`src/rtl/uart_tx_scheduler.sv`:
```
// Round-robin, packet-granular scheduler that shares one UART transmitter
// between two word-wide requesters. Words are sent LSB byte first.
module uart_tx_scheduler #(
   parameter int unsigned len      = 32,
   parameter int unsigned LEN_DATA = 8,
   parameter int unsigned NB_BYTES = len / LEN_DATA,
   parameter int unsigned NB_CNT   = (NB_BYTES > 1) ? $clog2(NB_BYTES) : 1
) (
   input  logic                clk,
   input  logic                reset,
   input  logic                req0_valid,
   input  logic [len-1:0]      req0_data,
   input  logic                req0_last,
   output logic                req0_ready,
   input  logic                req1_valid,
   input  logic [len-1:0]      req1_data,
   input  logic                req1_last,
   output logic                req1_ready,
   input  logic                tx_done,
   output logic                tx_start,
   output logic [LEN_DATA-1:0] uart_data_out,
   output logic [1:0]          grant,
   output logic                busy
);

   typedef enum logic [1:0] {IDLE, SEND, GAP} state_t;

   state_t              r_state, w_state_nxt;
   logic [len-1:0]      r_shift, w_shift_nxt;
   logic [NB_CNT-1:0]   r_byte_cnt, w_byte_cnt_nxt;
   logic                r_last_q, w_last_q_nxt;
   logic                r_lock, w_lock_nxt;
   logic                r_rr_ptr, w_rr_ptr_nxt;
   logic                r_tx_start, w_tx_start_nxt;
   logic [LEN_DATA-1:0] r_data_out, w_data_out_nxt;
   logic [1:0]          r_grant, w_grant_nxt;

   logic                w_elig0, w_elig1;
   logic                w_win0, w_win1;
   logic [len-1:0]      w_sel_data;
   logic                w_sel_last;
   logic [len-1:0]      w_shift_dn;
   logic                w_last_byte;

   // Arbitration: a held lock restricts eligibility to the owner; ties go to rr_ptr.
   always_comb begin
      w_elig0    = req0_valid & (~r_lock | r_grant[0]);
      w_elig1    = req1_valid & (~r_lock | r_grant[1]);
      w_win0     = w_elig0 & (~w_elig1 | ~r_rr_ptr);
      w_win1     = w_elig1 & (~w_elig0 |  r_rr_ptr);
      w_sel_data = w_win1 ? req1_data : req0_data;
      w_sel_last = w_win1 ? req1_last : req0_last;
      w_shift_dn = r_shift >> LEN_DATA;
      w_last_byte = (r_byte_cnt == NB_CNT'(NB_BYTES - 1));
      req0_ready = (r_state == IDLE) & ~reset & w_win0;
      req1_ready = (r_state == IDLE) & ~reset & w_win1;
   end

   // Next-state and next-register values for the IDLE/SEND/GAP sequencer.
   always_comb begin
      w_state_nxt    = r_state;
      w_shift_nxt    = r_shift;
      w_byte_cnt_nxt = r_byte_cnt;
      w_last_q_nxt   = r_last_q;
      w_lock_nxt     = r_lock;
      w_rr_ptr_nxt   = r_rr_ptr;
      w_tx_start_nxt = r_tx_start;
      w_data_out_nxt = r_data_out;
      w_grant_nxt    = r_grant;
      case (r_state)
         IDLE: begin
            if (w_win0 | w_win1) begin
               w_shift_nxt    = w_sel_data;
               w_last_q_nxt   = w_sel_last;
               w_grant_nxt    = {w_win1, w_win0};
               w_byte_cnt_nxt = '0;
               w_tx_start_nxt = 1'b1;
               w_data_out_nxt = w_sel_data[LEN_DATA-1:0];
               w_state_nxt    = SEND;
            end
         end
         SEND: begin
            if (tx_done) begin
               w_tx_start_nxt = 1'b0;
               w_state_nxt    = GAP;
            end
         end
         GAP: begin
            if (!w_last_byte) begin
               w_byte_cnt_nxt = r_byte_cnt + NB_CNT'(1);
               w_shift_nxt    = w_shift_dn;
               w_data_out_nxt = w_shift_dn[LEN_DATA-1:0];
               w_tx_start_nxt = 1'b1;
               w_state_nxt    = SEND;
            end else begin
               if (r_last_q) begin
                  w_lock_nxt   = 1'b0;
                  w_grant_nxt  = '0;
                  w_rr_ptr_nxt = r_grant[0];
               end else begin
                  w_lock_nxt   = 1'b1;
               end
               w_state_nxt = IDLE;
            end
         end
         default: w_state_nxt = IDLE;
      endcase
   end

   // State and datapath registers with synchronous reset.
   always_ff @(posedge clk) begin
      if (reset) begin
         r_state    <= IDLE;
         r_shift    <= '0;
         r_byte_cnt <= '0;
         r_last_q   <= 1'b0;
         r_lock     <= 1'b0;
         r_rr_ptr   <= 1'b0;
         r_tx_start <= 1'b0;
         r_data_out <= '0;
         r_grant    <= '0;
      end else begin
         r_state    <= w_state_nxt;
         r_shift    <= w_shift_nxt;
         r_byte_cnt <= w_byte_cnt_nxt;
         r_last_q   <= w_last_q_nxt;
         r_lock     <= w_lock_nxt;
         r_rr_ptr   <= w_rr_ptr_nxt;
         r_tx_start <= w_tx_start_nxt;
         r_data_out <= w_data_out_nxt;
         r_grant    <= w_grant_nxt;
      end
   end

   assign tx_start      = r_tx_start;
   assign uart_data_out = r_data_out;
   assign grant         = r_grant;
   assign busy          = (r_state != IDLE);

endmodule

```
`config.mk`:
```
export PLATFORM = sky130hd
export DESIGN_NAME = uart_tx_scheduler
export DESIGN_NICKNAME = d
export VERILOG_FILES = /design/src/rtl/uart_tx_scheduler.sv
export SDC_FILE = /design/constraint.sdc
export NUM_CORES = 1
export LEC_CHECK = 0
export ABC_AREA = 1
export CORE_MARGIN = 10
export CORE_UTILIZATION = 30
export CTS_BUF_LIST = sky130_fd_sc_hd__clkbuf_8
export CTS_CLUSTER_DIAMETER = 80
export DETAILED_ROUTE_END_ITERATION = 8
export PLACE_DENSITY = 0.64
export RECOVER_POWER = 25
export SLEW_MARGIN = 20
export SYNTH_ARGS = -nofsm -noshare
export SYNTH_HDL_FRONTEND = slang
export SYNTH_SLANG_ARGS = --single-unit
```
`constraint.sdc`:
```
create_clock -name clk -period 1.6 [get_ports clk]
set_input_delay 0.48 -clock clk [delete_from_list [all_inputs] [get_ports clk]]
set_output_delay 0.48 -clock clk [all_outputs]
set_load 0.1 [all_outputs]
```
==> impl_metrics.ini, run 1 <==
[final_layout]
n_antenna_cell = 0
multi_input_area_um2 = 1400
syn2layout_area_growth_pct = 45.5
utilization_pct = 45.0
fin_nets = 603
regArea_um2 = 853
fill_cells = 920
mostFrequentLayoutCells = 109 x nand2_1, 74 x inv_1, 66 x clkdlybuf4s50_1
fin_cells = 640
final_layout_size_suffix_gt1_share_pct = 13.3
final_common_cell = nand2_1

[routing]
postRouteAntennaNets = 0
avgViaCountPerCell = 4.46
drt_iter0_markers = 84
dr.pass1.iters = 4
wl_per_cell_um = 12.7
drc = 0
totalWireLength_um = 8100
vias = 2854

[setup_path]
r2r-start = grant[1]$_SDFFE_PP0P_
cpPeakStageDelay_ns = 0.36
cp_max_fo = 2
r2r_slack_ns = 0.07
slowest_stage = dfxtp_4
worstSetupEndpoint = req1_ready
cp.arrival_ns = 1.35
crit_top_cell = nand2_4
critPathLaunch = grant[0]$_SDFFE_PP0P_
endpoint_kind = output pin
start_kind = register
r2r_cells = 9
path_cells = inv_4, nand2_4, buf_6, nand3_4, nand2_4, nor3_4, buf_12
critPathKind = register to output pin
required_ns = 1.12
rr_endpoint = r_shift[18]$_SDFFE_PP0P_

[clock_network]
cts_hold_buffers = 0
cts_sinks = 42
cts_tree = done
cts.clk_slew.worst_paths_ns = 0.09
clock-root-buffer = clkbuf_8
htreeDepth = 2
clk_latency_ns = 0.30
numCtsBuffers = 5
clk_path_buf_depth = 2

[power_and_ir_drop]
powerDensity_nw_per_um2 = 864
ir_worst_vdd_mv = 0.350
p_leak_nw = 1.95
total_power_mw = 3.41

[yosys]
synth-seq-area-share_pct = 31.1
synth_area_per_cell_um2 = 6.07
ys_warn_count = 0
synthCells = 446
yosysUniqueCellTypes = 21
syn_nets = 518
syn_area_um2 = 2710
synth-seq-cells = 42
yosysTopAreaCell = dfxtp_1
yosys-top-cells-area = dfxtp_1 31%, nand2_1 15%, inv_1 11%, nand3b_1 9.1%, nor2_1 7.5%
netlist.area_leader.share_pct = 31.1

[sta]
post-route-period-util_pct = 114
fin_crit_ns = 1.83
worst_pin_slew_ns = 0.369
slew_viol_final = 0
postLayoutSetupSlackWorst_ns = -0.230
fmax_mhz = 547
clock_skew_ns = 0.00825
finalSetupViolCount = 2
rsz0062_at_grt = yes
hold_ws_ns = 0.471
finalHoldViolCount = 0
slew_headroom_pct = 75.4

[floorplan]
core.rowCount = 34
core_area_um2 = 8760
start_util_pct = 30.9
io_pins = 85
die_w_um = 115
die_area_um2 = 13200
dieHeight_um = 115

[grt]
track_usage_pct = 12.3
grt_pass1_wl_um = 13500
grt_pass1_vias = 2841
antenna_found_initial = 0
grt.overflow.total = 0
grt_max_degree = 36

[placement]
placedCellCount = 630
gp_congestion = 0.771
io_buffers = 84
dp_hpwl_um = 6090
place_ws_ns = -0.632

[status]
violations = negative setup slack
status = complete, but fails checks

[min_path]
hold_path.class = register to register

[job]
max_cap_violations = 0
==> synth_stat cells <==
master and n:
nand2_4 1, inv_1 76, nor2_2 1, nand3_1 35, nor2_1 54, buf_4 11, buf_6 4, nor3_1 2
nand3_2 1, ha_1 1, dfxtp_1 42, nor2_4 1, nand2_1 111, clkbuf_1 12, o21ai_0 8, a21oi_1 38
inv_2 5, a211oi_1 1, nand3b_1 33, nand2_2 3, buf_2 6
==> worst max-delay path, delay by kind of cell (launching register included) <==
family / cells / cell delay, ns
buffers and inverters: 3 / 0.38
DFF: 1 / 0.36
and+or+nand+nor: 4 / 0.33
==> worst min path at each step <==
stage                          startpoint  slack (ns)                    end  depth (start not counted)
finish              tx_start$_SDFFE_PP0P_        0.47  tx_start$_SDFFE_PP0P_                          2
global route        tx_start$_SDFFE_PP0P_        0.52  tx_start$_SDFFE_PP0P_                          2
CTS                   r_lock$_SDFFE_PP0P_        0.49    r_lock$_SDFFE_PP0P_                          2
detailed placement    r_lock$_SDFFE_PP0P_        0.47    r_lock$_SDFFE_PP0P_                          2
global placement      r_lock$_SDFFE_PP0P_        0.46    r_lock$_SDFFE_PP0P_                          2
floorplan             r_lock$_SDFFE_PP0P_        0.45    r_lock$_SDFFE_PP0P_                          2
==> state kept, by name, indices dropped and copies added, names as in the netlist <==
signal      flops
grant           2
r_shift        32
r_byte_cnt      2
r_last_q        1
r_rr_ptr        1
r_lock          1
r_state         2
tx_start        1
==> power by group <==
part	switching, mW	internal [mW]	leakage [nW]
clock	0.387	0.351	0.0530
combinational	0.869	0.559	1.55
sequential	0.0524	1.19	0.351
total	1.31	2.10	1.95
==> kinds of logic after synthesis <==
kind of cell               synth area share (%)
adders and majority gates                 0.462
AOI/OAI and AO/OA                          8.78
and+or+nand+nor                            41.0
DFF                                        31.1
buffers and inverters                      18.7
==> per-layer routing <==
metal  GRT usage (%)  wire [um]  up-vias
li1                -          -     1518
met1            15.0       3610     1261
met2            20.8       4020       66
met3            2.71        332        9
met4            3.88        134        0
met5               0          0        -
==> metrics by stage <==
step | cell area, um^2 | setup TNS, ns
after floorplan | 2750 | -1.35
after global placement | 3910 | -14.52
after detailed placement | 3910 | -16.25
after CTS | 4040 | -0.560
after global routing | 3940 | -1.50
final | 3940 | -0.435
==> final cells by class <==
cell class                      count  share of cell area, %
Inverter                           81                   7.84
Timing Repair Buffer              111                   29.0
Clock buffer                        6                   2.10
Sequential cell                    42                   21.7
Multi-Input combinational cell    290                   35.6
Clock inverter                      2                  0.318
Tap cell                          108                   3.43
==> repair_timing <==
action	in CTS	in global routing
gates cloned	0	0
setup endpoints to repair	36	31
setup buffers	2	1
endpoints found under the hold margin	0	0
gates resized for setup	11	7
pin swaps	5	5
Note: power is estimated with default switching activity, not from simulation.
==> run 2: changes to the inputs <==
--- a/config.mk
+++ b/config.mk
@@ -11,7 +11,7 @@
 export CTS_BUF_LIST = sky130_fd_sc_hd__clkbuf_8
 export CTS_CLUSTER_DIAMETER = 80
 export DETAILED_ROUTE_END_ITERATION = 8
-export PLACE_DENSITY = 0.64
+export PLACE_DENSITY_LB_ADDON = 0.3
 export RECOVER_POWER = 25
 export SLEW_MARGIN = 20
 export SYNTH_ARGS = -nofsm -noshare
==> impl_metrics.ini, run 2 (synthesis results as in run 1) <==
[sta]
fmax_mhz = 539
slew_headroom_pct = 74.3
post-route-period-util_pct = 116
rsz0062_at_grt = yes
slew_viol_final = 0
worst_pin_slew_ns = 0.386
finalSetupViolCount = 38
fin_crit_ns = 1.86
clock_skew_ns = 0.00823
tns_ns = -2.97
postLayoutSetupSlackWorst_ns = -0.256
finalHoldViolCount = 0

[setup_path]
start_kind = input port
cpPeakStageDelay_ns = 0.24
r2r_cells = 9
cp.arrival_ns = 1.38
required_ns = 1.12
cp_max_fo = 2
r2r-start = r_state[0]$_SDFFE_PP0P_
path_cells = clkdlybuf4s15_1, buf_6, nand3_4, nand2_4, nor3_4, buf_12
rr_endpoint = r_shift[13]$_SDFFE_PP0P_
r2r_slack_ns = -0.15
slowest_stage = clkdlybuf4s15_1
endpoint_kind = output pin
critPathKind = input port to output pin

[clock_network]
clk_path_buf_depth = 2
cts_tree = done
numCtsBuffers = 5
cts.clk_slew.worst_paths_ns = 0.08
cts_sinks = 42
htreeDepth = 2
clk_latency_ns = 0.30
clock-root-buffer = clkbuf_8
cts_hold_buffers = 0

[min_path]
hold_end = r_byte_cnt[0]$_SDFFE_PP0P_
hold_path.class = register to register
worstHoldStart = r_byte_cnt[0]$_SDFFE_PP0P_
whs_path_depth = 2

[floorplan]
core_area_um2 = 8760
dieHeight_um = 115
io_pins = 85
start_util_pct = 30.9
die_area_um2 = 13200
core.rowCount = 34
die_w_um = 115

[power_and_ir_drop]
p_sw_mw = 1.47
p_leak_nw = 2.09
p_seq_share_pct = 32.9
ir_worst_vdd_mv = 0.357
sw_frac_of_total_pct = 38.7
comb_power_share_pct = 47.8
p_int_mw = 2.33
powerDensity_nw_per_um2 = 863
clockPowerShare_pct = 19.3

[routing]
avgViaCountPerCell = 4.64
dr.pass1.iters = 4
drt_iter0_markers = 150
postRouteAntennaNets = 0
vias = 3019
totalWireLength_um = 9130
wl_per_cell_um = 14.0
drc = 0

[placement]
io_buffers = 84
dp_hpwl_um = 5920
gp_congestion = 0.797
place_ws_ns = -0.597

[job]
max_cap_violations = 0

[final_layout]
fin_nets = 614
largest_register_ffs = 32
final_common_cell = nand2_1
mostFrequentLayoutCells = 100 x nand2_1, 73 x inv_1, 66 x clkdlybuf4s50_1
syn2layout_area_growth_pct = 62.7
utilization_pct = 50.3
regMostFlops = r_shift
final_layout_size_suffix_gt1_share_pct = 23.0
n_antenna_cell = 0

[grt]
grt_pass1_vias = 2921
antenna_found_initial = 0
track_usage_pct = 12.2
grt.overflow.total = 0
grt_max_degree = 46
grt_pass1_wl_um = 13600

[status]
violations = negative setup slack
status = complete, but fails checks
run 2: changes by cell type in the layout (fill, tap and decap cells not counted), sizes merged:
cell,before,now
buf,32,45
clkbuf,15,12
clkinv,0,1
inv,83,82
nand2,115,116
run 2: power groups by stage:
stage | logic (mW) | registers [mW] | clock network [mW]
after floorplan | 0.924 | 1.32 | 0
after global placement | 1.47 | 1.27 | 0
after detailed placement | 1.49 | 1.28 | 0
after CTS | 1.51 | 1.25 | 0.749
after global routing | 1.97 | 1.27 | 0.778
final | 1.82 | 1.25 | 0.732
run 2: worst max-delay path by stage:
stage	from	end	slack [ns]
final	req0_valid	req1_ready	-0.26
after global routing	grant[0]$_SDFFE_PP0P_	req0_ready	-0.32
after floorplan	grant[1]$_SDFFE_PP0P_	req1_ready	-0.68
after detailed placement	req0_valid	req0_ready	-0.60
after CTS	grant[0]$_SDFFE_PP0P_	req1_ready	-0.29
after global placement	req0_valid	req0_ready	-0.57
run 2: area by class of cell:
class / count / area [um^2]
inverters: 81 / 314
fillers: 856 / 4360
multi-input cells: 291 / 1610
flip-flops and latches: 42 / 853
clock inverters: 2 / 11.3
clock buffers: 6 / 82.6
well taps: 108 / 135
repair buffers: 121 / 1400
run 2: timing repair:
item                       4_1_cts  5_1_grt
resized for setup               12       63
setup endpoints to repair       36       35
pin swaps                        5        7
gates cloned                     0        9
setup buffers                    3        3
run 2: worst max-delay path: cells and delay by family:
family                 cells  cell delay [ns]
buffers and inverters      3             0.59
and+or+nand+nor            3             0.30
run 2: metrics by stage:
stage	instance area (um^2)	total power [mW]	std cells	hold WS [ns]
CTS	4020	3.51	640	0.481
global placement	3880	2.74	629	0.471
floorplan	2750	2.25	446	0.451
finish	4410	3.80	651	0.499
detailed placement	3880	2.77	629	0.482
global route	4410	4.02	651	0.520
run 2: routing by layer:
layer	global-route usage, %	wire length [um]	vias up
li1	-	-	1550
met1	13.7	3770	1381
met2	21.6	4700	78
met3	3.18	510	10
met4	4.13	139	0
met5	0	0	-
